[src/rtl/regfile_ctrl_pkg.sv]
// Shared opcode map, state encoding and decode record for the register-file
// sequencing controller.
package regfile_ctrl_pkg;

  localparam int NUM_REGS = 16;
  localparam int OP_W     = 8;

  localparam logic [OP_W-1:0] OP_ADD  = 8'h00;
  localparam logic [OP_W-1:0] OP_ADDI = 8'h01;
  localparam logic [OP_W-1:0] OP_SUB  = 8'h02;
  localparam logic [OP_W-1:0] OP_SUBI = 8'h03;
  localparam logic [OP_W-1:0] OP_AND  = 8'h04;
  localparam logic [OP_W-1:0] OP_OR   = 8'h05;
  localparam logic [OP_W-1:0] OP_ANDI = 8'h06;
  localparam logic [OP_W-1:0] OP_ORI  = 8'h07;
  localparam logic [OP_W-1:0] OP_XOR  = 8'h08;
  localparam logic [OP_W-1:0] OP_XORI = 8'h09;
  localparam logic [OP_W-1:0] OP_CMP  = 8'h0A;
  localparam logic [OP_W-1:0] OP_CMPI = 8'h0B;
  localparam logic [OP_W-1:0] OP_CMPU = 8'h0C;
  localparam logic [OP_W-1:0] OP_MOV  = 8'h0D;
  localparam logic [OP_W-1:0] OP_NOT  = 8'h0E;
  localparam logic [OP_W-1:0] OP_LSH  = 8'h0F;
  localparam logic [OP_W-1:0] OP_RSH  = 8'h10;
  localparam logic [OP_W-1:0] OP_ASH  = 8'h11;
  localparam logic [OP_W-1:0] OP_LSHI = 8'h12;
  localparam logic [OP_W-1:0] OP_ROT  = 8'h13;
  localparam logic [OP_W-1:0] OP_ROTI = 8'h14;
  localparam logic [OP_W-1:0] OP_MUL  = 8'h15;
  localparam logic [OP_W-1:0] OP_PASS = 8'h16;
  localparam logic [OP_W-1:0] OP_NOP  = 8'h17;

  // Highest defined opcode; anything above retires as illegal.
  localparam logic [OP_W-1:0] OP_LAST = OP_NOP;
  localparam logic [OP_W-1:0] OP_DEFAULT = OP_NOP;

  localparam int NUM_IMM_OPS = 8;
  localparam logic [OP_W-1:0] IMM_OPS [NUM_IMM_OPS] = '{
    OP_ADDI, OP_SUBI, OP_ANDI, OP_ORI, OP_XORI, OP_CMPI, OP_LSHI, OP_ROTI
  };

  typedef enum logic [1:0] {
    S_IDLE      = 2'd0,
    S_DECODE    = 2'd1,
    S_EXECUTE   = 2'd2,
    S_WRITEBACK = 2'd3
  } state_t;

  typedef struct packed {
    logic legal;
    logic writes_rd;
    logic writes_flags;
    logic uses_imm;
  } dec_t;

  function automatic logic is_imm_op(input logic [OP_W-1:0] op);
    logic hit;
    hit = 1'b0;
    for (int i = 0; i < NUM_IMM_OPS; i++) begin
      if (op == IMM_OPS[i]) hit = 1'b1;
    end
    return hit;
  endfunction

endpackage

[src/rtl/regfile_ctrl_seq_if.sv]
// Instruction handshake and datapath control bundle. master is the instruction
// source, slave is the sequencing controller.
interface regfile_ctrl_seq_if;
  import regfile_ctrl_pkg::*;

  // valid/ready: a word transfers on a cycle where instr_valid and instr_ready
  // are both high at the clock edge; instr is only looked at on that cycle.
  logic [15:0]         instr;
  logic                instr_valid;
  logic                instr_ready;
  logic [NUM_REGS-1:0] reg_en;
  logic [3:0]          reg_a_sel;
  logic [3:0]          reg_b_sel;
  logic [3:0]          imm;
  logic                imm_sel;
  logic [OP_W-1:0]     alu_op;
  logic                flags_en;
  logic                illegal_op;
  logic                busy;

  modport master (
    output instr, instr_valid,
    input  instr_ready, reg_en, reg_a_sel, reg_b_sel, imm, imm_sel,
           alu_op, flags_en, illegal_op, busy
  );

  modport slave (
    input  instr, instr_valid,
    output instr_ready, reg_en, reg_a_sel, reg_b_sel, imm, imm_sel,
           alu_op, flags_en, illegal_op, busy
  );

endinterface

[src/rtl/regfile_instr_decode.sv]
// Combinational opcode classifier: legality, register write, flag write and
// immediate-operand use.
module regfile_instr_decode
  import regfile_ctrl_pkg::*;
(
  input  logic [OP_W-1:0] opcode,
  output dec_t            dec
);

  always_comb begin
    dec.legal        = (opcode <= OP_LAST);
    dec.uses_imm     = dec.legal && is_imm_op(opcode);
    dec.writes_flags = dec.legal && (opcode != OP_NOP);
    // Compares only update flags; NOP touches nothing.
    dec.writes_rd    = dec.writes_flags &&
                       (opcode != OP_CMP) && (opcode != OP_CMPI) && (opcode != OP_CMPU);
  end

endmodule

[src/rtl/regfile_ctrl_seq.sv]
// Sequencing controller: accepts one instruction, then walks it through
// DECODE/EXECUTE/WRITEBACK with registered control outputs.
// Optional retire counter: define REGFILE_CTRL_RETIRE_CNT_EN.
module regfile_ctrl_seq
  import regfile_ctrl_pkg::*;
(
  input  logic         clk,
  input  logic         reset,
  regfile_ctrl_seq_if.slave bus,
  output state_t       state_dbg
`ifdef REGFILE_CTRL_RETIRE_CNT_EN
  , output logic [15:0] retire_cnt
`endif
);

  state_t              state_q, state_d;
  logic [15:0]         instr_q;
  logic [15:0]         word;
  logic                accept;
  dec_t                dec;

  logic                ready_q, ready_d;
  logic                busy_q, busy_d;
  logic [NUM_REGS-1:0] reg_en_q, reg_en_d;
  logic [3:0]          a_sel_q, a_sel_d;
  logic [3:0]          b_sel_q, b_sel_d;
  logic [3:0]          imm_q, imm_d;
  logic                imm_sel_q, imm_sel_d;
  logic [OP_W-1:0]     alu_op_q, alu_op_d;
  logic                flags_en_q, flags_en_d;
  logic                illegal_q, illegal_d;

  assign accept = (state_q == S_IDLE) && ready_q && bus.instr_valid;
  // On the accept edge the outputs for DECODE come straight from the bus word.
  assign word   = accept ? bus.instr : instr_q;

  regfile_instr_decode u_decode (
    .opcode (word[15:8]),
    .dec    (dec)
  );

  always_comb begin
    state_d    = state_q;
    ready_d    = 1'b0;
    busy_d     = 1'b1;
    alu_op_d   = word[15:8];
    a_sel_d    = word[7:4];
    b_sel_d    = word[3:0];
    imm_d      = word[3:0];
    imm_sel_d  = dec.uses_imm;
    reg_en_d   = '0;
    flags_en_d = 1'b0;
    illegal_d  = 1'b0;

    case (state_q)
      S_IDLE:      if (accept) state_d = S_DECODE;
      S_DECODE:    state_d = S_EXECUTE;
      S_EXECUTE:   state_d = S_WRITEBACK;
      S_WRITEBACK: state_d = S_IDLE;
      default:     state_d = S_IDLE;
    endcase

    if (state_d == S_IDLE) begin
      ready_d   = 1'b1;
      busy_d    = 1'b0;
      alu_op_d  = OP_DEFAULT;
      a_sel_d   = '0;
      b_sel_d   = '0;
      imm_d     = '0;
      imm_sel_d = 1'b0;
    end

    if (state_d == S_WRITEBACK) begin
      reg_en_d   = dec.writes_rd ? (NUM_REGS'(1) << word[7:4]) : '0;
      flags_en_d = dec.writes_flags;
      illegal_d  = !dec.legal;
    end
  end

  always_ff @(posedge clk) begin
    if (reset) begin
      state_q    <= S_IDLE;
      instr_q    <= '0;
      ready_q    <= 1'b0;
      busy_q     <= 1'b0;
      alu_op_q   <= OP_DEFAULT;
      a_sel_q    <= '0;
      b_sel_q    <= '0;
      imm_q      <= '0;
      imm_sel_q  <= 1'b0;
      reg_en_q   <= '0;
      flags_en_q <= 1'b0;
      illegal_q  <= 1'b0;
    end else begin
      state_q    <= state_d;
      if (accept) instr_q <= bus.instr;
      ready_q    <= ready_d;
      busy_q     <= busy_d;
      alu_op_q   <= alu_op_d;
      a_sel_q    <= a_sel_d;
      b_sel_q    <= b_sel_d;
      imm_q      <= imm_d;
      imm_sel_q  <= imm_sel_d;
      reg_en_q   <= reg_en_d;
      flags_en_q <= flags_en_d;
      illegal_q  <= illegal_d;
    end
  end

`ifdef REGFILE_CTRL_RETIRE_CNT_EN
  logic [15:0] retire_q;

  // Counts at the end of each legal WRITEBACK cycle; wraps naturally.
  always_ff @(posedge clk) begin
    if (reset) begin
      retire_q <= '0;
    end else if (state_q == S_WRITEBACK && dec.legal) begin
      retire_q <= retire_q + 16'd1;
    end
  end

  assign retire_cnt = retire_q;
`endif

  assign bus.instr_ready = ready_q;
  assign bus.busy        = busy_q;
  assign bus.alu_op      = alu_op_q;
  assign bus.reg_a_sel   = a_sel_q;
  assign bus.reg_b_sel   = b_sel_q;
  assign bus.imm         = imm_q;
  assign bus.imm_sel     = imm_sel_q;
  assign bus.reg_en      = reg_en_q;
  assign bus.flags_en    = flags_en_q;
  assign bus.illegal_op  = illegal_q;
  assign state_dbg       = state_q;

endmodule

[src/flat_wrapper.sv]
// flat-port wrapper written by rule: the top's interface ports become plain ports
module regfile_ctrl_seq_flat import regfile_ctrl_pkg::*;
  (clk, reset, state_dbg, bus_instr, bus_instr_valid, bus_instr_ready, bus_reg_en, bus_reg_a_sel, bus_reg_b_sel, bus_imm, bus_imm_sel, bus_alu_op, bus_flags_en, bus_illegal_op, bus_busy);
  regfile_ctrl_seq_if bus_i ();
  input  logic clk;
  input  logic reset;
  output state_t state_dbg;
  input wire logic [$bits(bus_i.instr)-1:0] bus_instr;
  input wire logic [$bits(bus_i.instr_valid)-1:0] bus_instr_valid;
  output wire logic [$bits(bus_i.instr_ready)-1:0] bus_instr_ready;
  output wire logic [$bits(bus_i.reg_en)-1:0] bus_reg_en;
  output wire logic [$bits(bus_i.reg_a_sel)-1:0] bus_reg_a_sel;
  output wire logic [$bits(bus_i.reg_b_sel)-1:0] bus_reg_b_sel;
  output wire logic [$bits(bus_i.imm)-1:0] bus_imm;
  output wire logic [$bits(bus_i.imm_sel)-1:0] bus_imm_sel;
  output wire logic [$bits(bus_i.alu_op)-1:0] bus_alu_op;
  output wire logic [$bits(bus_i.flags_en)-1:0] bus_flags_en;
  output wire logic [$bits(bus_i.illegal_op)-1:0] bus_illegal_op;
  output wire logic [$bits(bus_i.busy)-1:0] bus_busy;
  assign bus_i.instr = bus_instr;
  assign bus_i.instr_valid = bus_instr_valid;
  assign bus_instr_ready = bus_i.instr_ready;
  assign bus_reg_en = bus_i.reg_en;
  assign bus_reg_a_sel = bus_i.reg_a_sel;
  assign bus_reg_b_sel = bus_i.reg_b_sel;
  assign bus_imm = bus_i.imm;
  assign bus_imm_sel = bus_i.imm_sel;
  assign bus_alu_op = bus_i.alu_op;
  assign bus_flags_en = bus_i.flags_en;
  assign bus_illegal_op = bus_i.illegal_op;
  assign bus_busy = bus_i.busy;
  regfile_ctrl_seq u_core (.clk(clk), .reset(reset), .bus(bus_i), .state_dbg(state_dbg));
endmodule
[config.mk]
export PLATFORM = sky130hd
export DESIGN_NAME = regfile_ctrl_seq_flat
export DESIGN_NICKNAME = d
export VERILOG_FILES = /design/src/rtl/regfile_ctrl_pkg.sv /design/src/rtl/regfile_ctrl_seq_if.sv /design/src/rtl/regfile_instr_decode.sv /design/src/rtl/regfile_ctrl_seq.sv /design/src/flat_wrapper.sv
export SDC_FILE = /design/constraint.sdc
export NUM_CORES = 1
export LEC_CHECK = 0
export ABC_AREA = 1
export BUFFER_PORTS_ARGS = -buffer_cell sky130_fd_sc_hd__buf_2
export CORE_UTILIZATION = 54
export DETAILED_ROUTE_END_ITERATION = 10
export PLACE_DENSITY = 0.83
export SYNTH_ARGS = -nofsm -noshare
export SYNTH_HDL_FRONTEND = slang
export SYNTH_SLANG_ARGS = --single-unit
[constraint.sdc]
create_clock -name clk -period 2.5 [get_ports clk]
set_input_delay 0.125 -clock clk [delete_from_list [all_inputs] [get_ports clk]]
set_output_delay 0.125 -clock clk [all_outputs]
set_load 0.05 [all_outputs]
==> results of run 1 <==
## cells in the mapped netlist
library cell,instances,share of area
nor2_1,56,0.10
dfxtp_1,55,0.53
nand2_1,41,0.074
inv_1,30,0.054
nand3_1,13,0.031
nand4_1,12,0.036
buf_2,5,0.012
buf_4,4,0.014
ha_1,4,0.024
mux2i_1,3,0.014
nand2_4,3,0.016
nor2_4,3,0.016
o21ai_2,3,0.013
clkbuf_1,2,0.0036
nand2_2,2,0.0060
nand3_4,2,0.017
o21ai_0,2,0.0048
a31oi_1,1,0.0030
buf_6,1,0.0054
mux2_2,1,0.0054
nand3_2,1,0.0048
nand4_4,1,0.010
nor2_2,1,0.0030
o21ai_1,1,0.0024
## power breakdown
| part | internal [mW] | total (mW) | leakage (nW) | switching (mW) |
|---|---|---|---|---|
| registers | 1.02 | 1.06 | 0.447 | 0.0468 |
| clock network | 0.293 | 0.554 | 0.0502 | 0.261 |
| logic | 0.322 | 1.28 | 0.809 | 0.963 |
## area by class of cell
| cell class | instances | area, um2 | share of cell area |
|---|---|---|---|
| Clock buffer | 5 | 68.8 | 0.0274 |
| Timing Repair Buffer | 65 | 335 | 0.134 |
| Multi-Input combinational cell | 150 | 796 | 0.317 |
| Clock inverter | 2 | 37.5 | 0.0149 |
| Tap cell | 48 | 60.1 | 0.0239 |
| Inverter | 30 | 113 | 0.0448 |
| Sequential cell | 55 | 1100 | 0.438 |
## metrics by stage
step,total power [mW],setup slack (ns),cells
2_1_floorplan,2.11,0.335,247
3_3_place_gp,2.33,0.476,348
3_5_place_dp,2.36,0.364,348
4_1_cts,2.91,0.318,355
5_1_grt,3.08,0.0907,355
6_report,2.90,0.313,355
## worst paths after layout
check	endpoint	start	slack [ns]
setup / recovery	u_core.bus.reg_en[11]	u_core.state_dbg[0]	0.31
hold reg to reg	u_core.instr_q[2]	u_core.instr_q[2]	0.50
hold / removal	u_core.instr_q[0]	bus_instr[0]	0.08
setup reg to reg	u_core.bus.reg_en[11]	u_core.state_dbg[0]	0.31
## state kept, by name, summed over array words and instances, names as in the netlist
register,cells
u_core.state_dbg,2
u_core.instr_q,16
u_core.bus.imm_sel,1
u_core.bus.busy,1
u_core.bus.alu_op,8
u_core.bus.reg_en,16
u_core.bus.instr_ready,1
u_core.bus.reg_b_sel,4
u_core.bus.flags_en,1
u_core.bus.reg_a_sel,4
u_core.bus.illegal_op,1
## worst reg2reg max path, cell delays in order, from the launching register on
cell     delay [ns]
dfxtp_1        0.32
inv_1          0.13
ha_1           0.21
nand3_2        0.28
buf_4          0.29
nand2_1        0.07
nand2_1        0.08
inv_1          0.15
nand4_4        0.12
nor2_4         0.19
nand3_4        0.14
nor2_1         0.15
## metal layers
metal,up-vias,GRT usage,part of all wire
met3,8,0.0446,0.043
met4,0,0.0861,0.018
met2,48,0.339,0.49
li1,878,-,-
met1,785,0.262,0.45
met5,-,0,0
## cells by family after synthesis
| group | count (synthesis) | share of synthesized area |
|---|---|---|
| buffers and inverters | 42 | 0.0895 |
| DFF | 55 | 0.529 |
| and+or+nand+nor | 135 | 0.315 |
| muxes | 4 | 0.0198 |
| adders and majority gates | 4 | 0.0240 |
| AOI/OAI and AO/OA | 7 | 0.0228 |
==> reports/summary.txt, run 1 <==
Outcome - completed
Share of cells above drive strength 1 - 0.290
Hold/Removal Path Class - input pin to flop
Crit path max fanout - 13
Worst path slowest cell - dfxtp_1
CP bufs+invs - 3
Most frequent cells in the layout - buf_2 (61), nor2_1 (56), dfxtp_1 (55)
Cell row count - 22
Part of the cycle the worst path needs - 0.875
WP data required - 2.73 ns
Max Slew Vio Count - 0
Worst path top cell family by delay - simple AND/OR/NAND/NOR gates
Placed cell areas - 2400 um2
Syn_area_per_cell - 8.43 um2
# nets final - 330
Critical path's largest stage delay - 0.32 ns
Via count - 1719
Filler Cell Count - 299
Die W - 64.1 um
Vias in the first global route - 1487
Root buffer cell - clkbuf_8
Setup TNS - 0 ns
CTS Buf Count - 5
Final setup fails - 0
Register area share after synthesis - 0.529
Wirelength, routed - 3910 um
Mapped Nets - 270
CTS tree - yes
Initial Util - 0.565
Fin Clk Skew - 0.00653 ns
Num Clock Sinks - 55
H-tree levels - 2
WHS - 0.0769 ns
Post-CTS sizing - 0
CP endpoint kind - flop
Cell count after synthesis - 247
Antenna Violating Nets Remaining - 0
Hold depth - 3
Global Route Usage Sum - 0.206
Crit Path Class - flop to flop
DRT iter0 DRCs - 81
Worst-skew pair later-pin latency - 0.30 ns
Number of remaining DRC errors - 0
Startpoint Class - flop
Post-Syn Area - 2080 um2
Postcts setup bufs - 0
WL/cell - 11.0 um
Largest net degree at the start of global routing - 21
Reg clk slew, reported paths - 0.09 ns
Final cell utilization of the core - 0.681
Max_slew headroom - 0.693
Die Ht - 64.1 um
RSZ-0062 raised after global routing - false
GPL Wtd Cong - 0.912
CP cell instances - inv_1, ha_1, nand3_2, buf_4, nand2_1, nand2_1, inv_1, nand4_4, nor2_4, nand3_4, nor2_1
Deepest clock path buffer count - 2
Actual slew at the worst max-slew pin - 0.459 ns
Synth warn - 0
Port bufs - 61
Vias per Instance - 4.84
Initial antenna violation count - 0
Yosys cell types - 24
Final instance area - 2510 um2
Dpl hpwl - 2880 um
Final hold violation count - 0
FF-to-FF path depth - 11
N_diodes - 0
Commonest non-fill, non-tap cell in the layout - buf_2
Power Dens Cells - 1160 nW/um2
Cts hold-fix bufs - 0
Drt pass-1 iters - 4
Period minus WS final - 2.19 ns
Die area - 4110 um2
GRT overflow - 0
Pleak - 1.31 nW
Crit. path cell count - 11
First-pass GRT wire length - 6510 um
IR drop worst, VDD - 921 uV
Core box area - 3690 um2
FF+latch count, synth - 55
Num ports - 62
Crit path arrival time - 2.42 ns
Max Fclk - 0.457 GHz
Layout area overhead - 20.5%
Max-cap viol count - 0
Power figures use the tool's default switching activity.
==> run 2: changes to the inputs <==
--- a/config.mk
+++ b/config.mk
@@ -5,7 +5,6 @@
 export SDC_FILE = /design/constraint.sdc
 export NUM_CORES = 1
 export LEC_CHECK = 0
-export ABC_AREA = 1
 export BUFFER_PORTS_ARGS = -buffer_cell sky130_fd_sc_hd__buf_2
 export CORE_UTILIZATION = 54
 export DETAILED_ROUTE_END_ITERATION = 10
==> run 2 against run 1 <==
Effect of this change:
- first-iteration DRC count increased by 4.9%
- die area increased by 1.5%
- synthesized area increased by 1.5%
- non-clock buffer count unchanged
- fmax decreased by 2.4%
- critical path depth decreased by 4
- clock power increased by 7.4%
- hold slack got worse by 0.021 ns
- sequential share of layout area decreased by 0.92 points
- clock-buffer cell count unchanged
- critical path type unchanged
- highest routed layer unchanged
==> reports/summary.txt, run 2 <==
Cell row count - 22
Combinational Power Share - 0.392
Filler Cell Count - 314
Largest net degree at the start of global routing - 23
RSZ-0062 raised after global routing - false
Crit path max fanout - 14
Period minus WS final - 2.24 ns
Die area - 4170 um2
Die W - 64.6 um
Reg clk slew, reported paths - 0.10 ns
Commonest non-fill, non-tap cell in the layout - buf_2
Switching pwr - 1.11 mW
CP endpoint kind - flop
Final setup fails - 0
Pleak - 1.17 nW
Max-cap viol count - 0
Synth warn - 0
Mapped Nets - 242
Hold/Removal Path Class - input pin to flop
Core box area - 3720 um2
WP data required - 2.73 ns
Int Pwr - 1.62 mW
GRT overflow - 0
Layout area overhead - 21.3%
Cell count after synthesis - 219
Max_slew headroom - 0.615
Vias per Instance - 5.32
Sequential share of power - 0.390
Startpoint Class - flop
Part of the cycle the worst path needs - 0.896
FF+latch count, synth - 55
Die Ht - 64.6 um
Post-Syn Area - 2110 um2
Initial antenna violation count - 0
Finished Layout Cells - 327
Number of remaining DRC errors - 0
# nets final - 301
Worst-skew pair later-pin latency - 0.31 ns
WHS - 0.0559 ns
Max Slew Vio Count - 0
Cts hold-fix bufs - 0
Cell count after placement - 319
Yosys cell types - 39
Most frequent cells in the layout - buf_2 (61), dfxtp_1 (55), nor2_1 (34)
FFs w/ async S/R, synth - 0
Num Clock Sinks - 55
N_diodes - 0
EDFF count, synth - 0
Antenna Violating Nets Remaining - 0
Main flop type after synthesis - dfxtp_1
Postcts setup bufs - 0
Num ports - 62
Outcome - completed
Max Fclk - 0.446 GHz
Deepest clock path buffer count - 2
Port bufs - 61
Wirelength, routed - 4340 um
Syn_area_per_cell - 9.66 um2
Clock power frac - 0.218
Fin Clk Skew - 0.00992 ns
Post-synth top cells - dfxtp_1 (55), nor2_1 (34), nand2_1 (15)
Post-CTS sizing - 0
Global Route Usage Sum - 0.232
Crit path arrival time - 2.47 ns
Setup TNS - 0 ns
IR drop worst, VDD - 864 uV
Sw Share - 0.406
Most common cell in the netlist - dfxtp_1
Vias in the first global route - 1563
First-pass GRT wire length - 7200 um
GPL Wtd Cong - 0.819
Dpl hpwl - 3100 um
H-tree levels - 2
Area contributors post-synth - dfxtp_1 (52%), nor2_1 (6.0%), mux2i_1 (5.7%)
Power Dens Cells - 1060 nW/um2
DRT iter0 DRCs - 85
Actual slew at the worst max-slew pin - 0.577 ns
Cell taking the most area after synthesis - dfxtp_1
CTS Buf Count - 5
Register area share after synthesis - 0.521
Via count - 1739
WL/cell - 13.3 um
CTS tree - yes
Root buffer cell - clkbuf_8
Drt pass-1 iters - 4
Synth top area share - 0.521
Final hold violation count - 0
Share of cells above drive strength 1 - 0.297
Initial Util - 0.569
Total power - 2.73 mW
Crit Path Class - flop to flop
run 2: cell count changes after synthesis, moves of 9 or more:
cell / change
nand4_1: -11
nor3_1: +14
nand3_1: -12
inv_1: -23
nor2_1: -22
mux2i_1: +9
nor2b_1: +10
nand2_1: -26
a31oi_1: +9
run 2: cell type report:
cell class / count / area [um2] / area share
flip-flops and latches: 55 / 1100 / 0.429
clock inverters: 3 / 47.5 / 0.0185
inverters: 7 / 26.3 / 0.0102
clock buffers: 5 / 68.8 / 0.0268
repair buffers: 65 / 335 / 0.131
well taps: 48 / 60.1 / 0.0234
multi-input cells: 144 / 926 / 0.361
run 2: per-layer routing:
layer	global-route usage	up-vias	share of wire
met4	0.111	0	0.022
met3	0.0687	10	0.053
met1	0.283	799	0.45
li1	-	871	-
met2	0.372	59	0.48
met5	0	-	0
run 2: through the flow:
stage / util / area, um2 / setup slack, ns
after detailed placement: 0.658 / 2440 / 0.246
final: 0.690 / 2560 / 0.260
after floorplan: - / 2110 / 0.129
after CTS: 0.689 / 2560 / 0.228
after global placement: 0.658 / 2440 / 0.389
after global routing: 0.690 / 2560 / 0.0536
run 2: worst paths after layout:
| kind | start | to | slack, ns | depth (start not counted) |
|---|---|---|---|---|
| min | bus_instr[3] | u_core.instr_q[3] | 0.06 | 3 |
| min reg2reg | u_core.instr_q[1] | u_core.instr_q[1] | 0.46 | 2 |
| max reg2reg | u_core.state_dbg[0] | u_core.bus.reg_en[12] | 0.26 | 7 |
| max | u_core.state_dbg[0] | u_core.bus.reg_en[12] | 0.26 | 7 |
run 2: worst max-delay path, stage by stage (launching register included):
cell and delay, ns:
dfxtp_1 0.33, inv_1 0.16, ha_1 0.26, nand3_4 0.19
mux2_4 0.38, a2111oi_4 0.49, nand2_4 0.13, nor3_1 0.21
run 2: cell families (layout without fill, tap and decap cells):
kind of cell,count (synthesis),count (layout),share of synthesized area
AOI/OAI and AO/OA,33,33,0.120
adders and majority gates,4,4,0.0237
buffers and inverters,20,80,0.0438
DFF,55,55,0.521
muxes,13,13,0.0639
and+or+nand+nor,94,94,0.228
run 2: power groups by stage:
stage               Clock, mW  Sequential, mW  Combinational (mW)
floorplan                   0            1.35               0.535
global placement            0            1.08                1.04
detailed placement          0            1.08                1.06
CTS                     0.608            1.06                1.07
global route            0.645            1.08                1.16
finish                  0.595            1.06                1.07
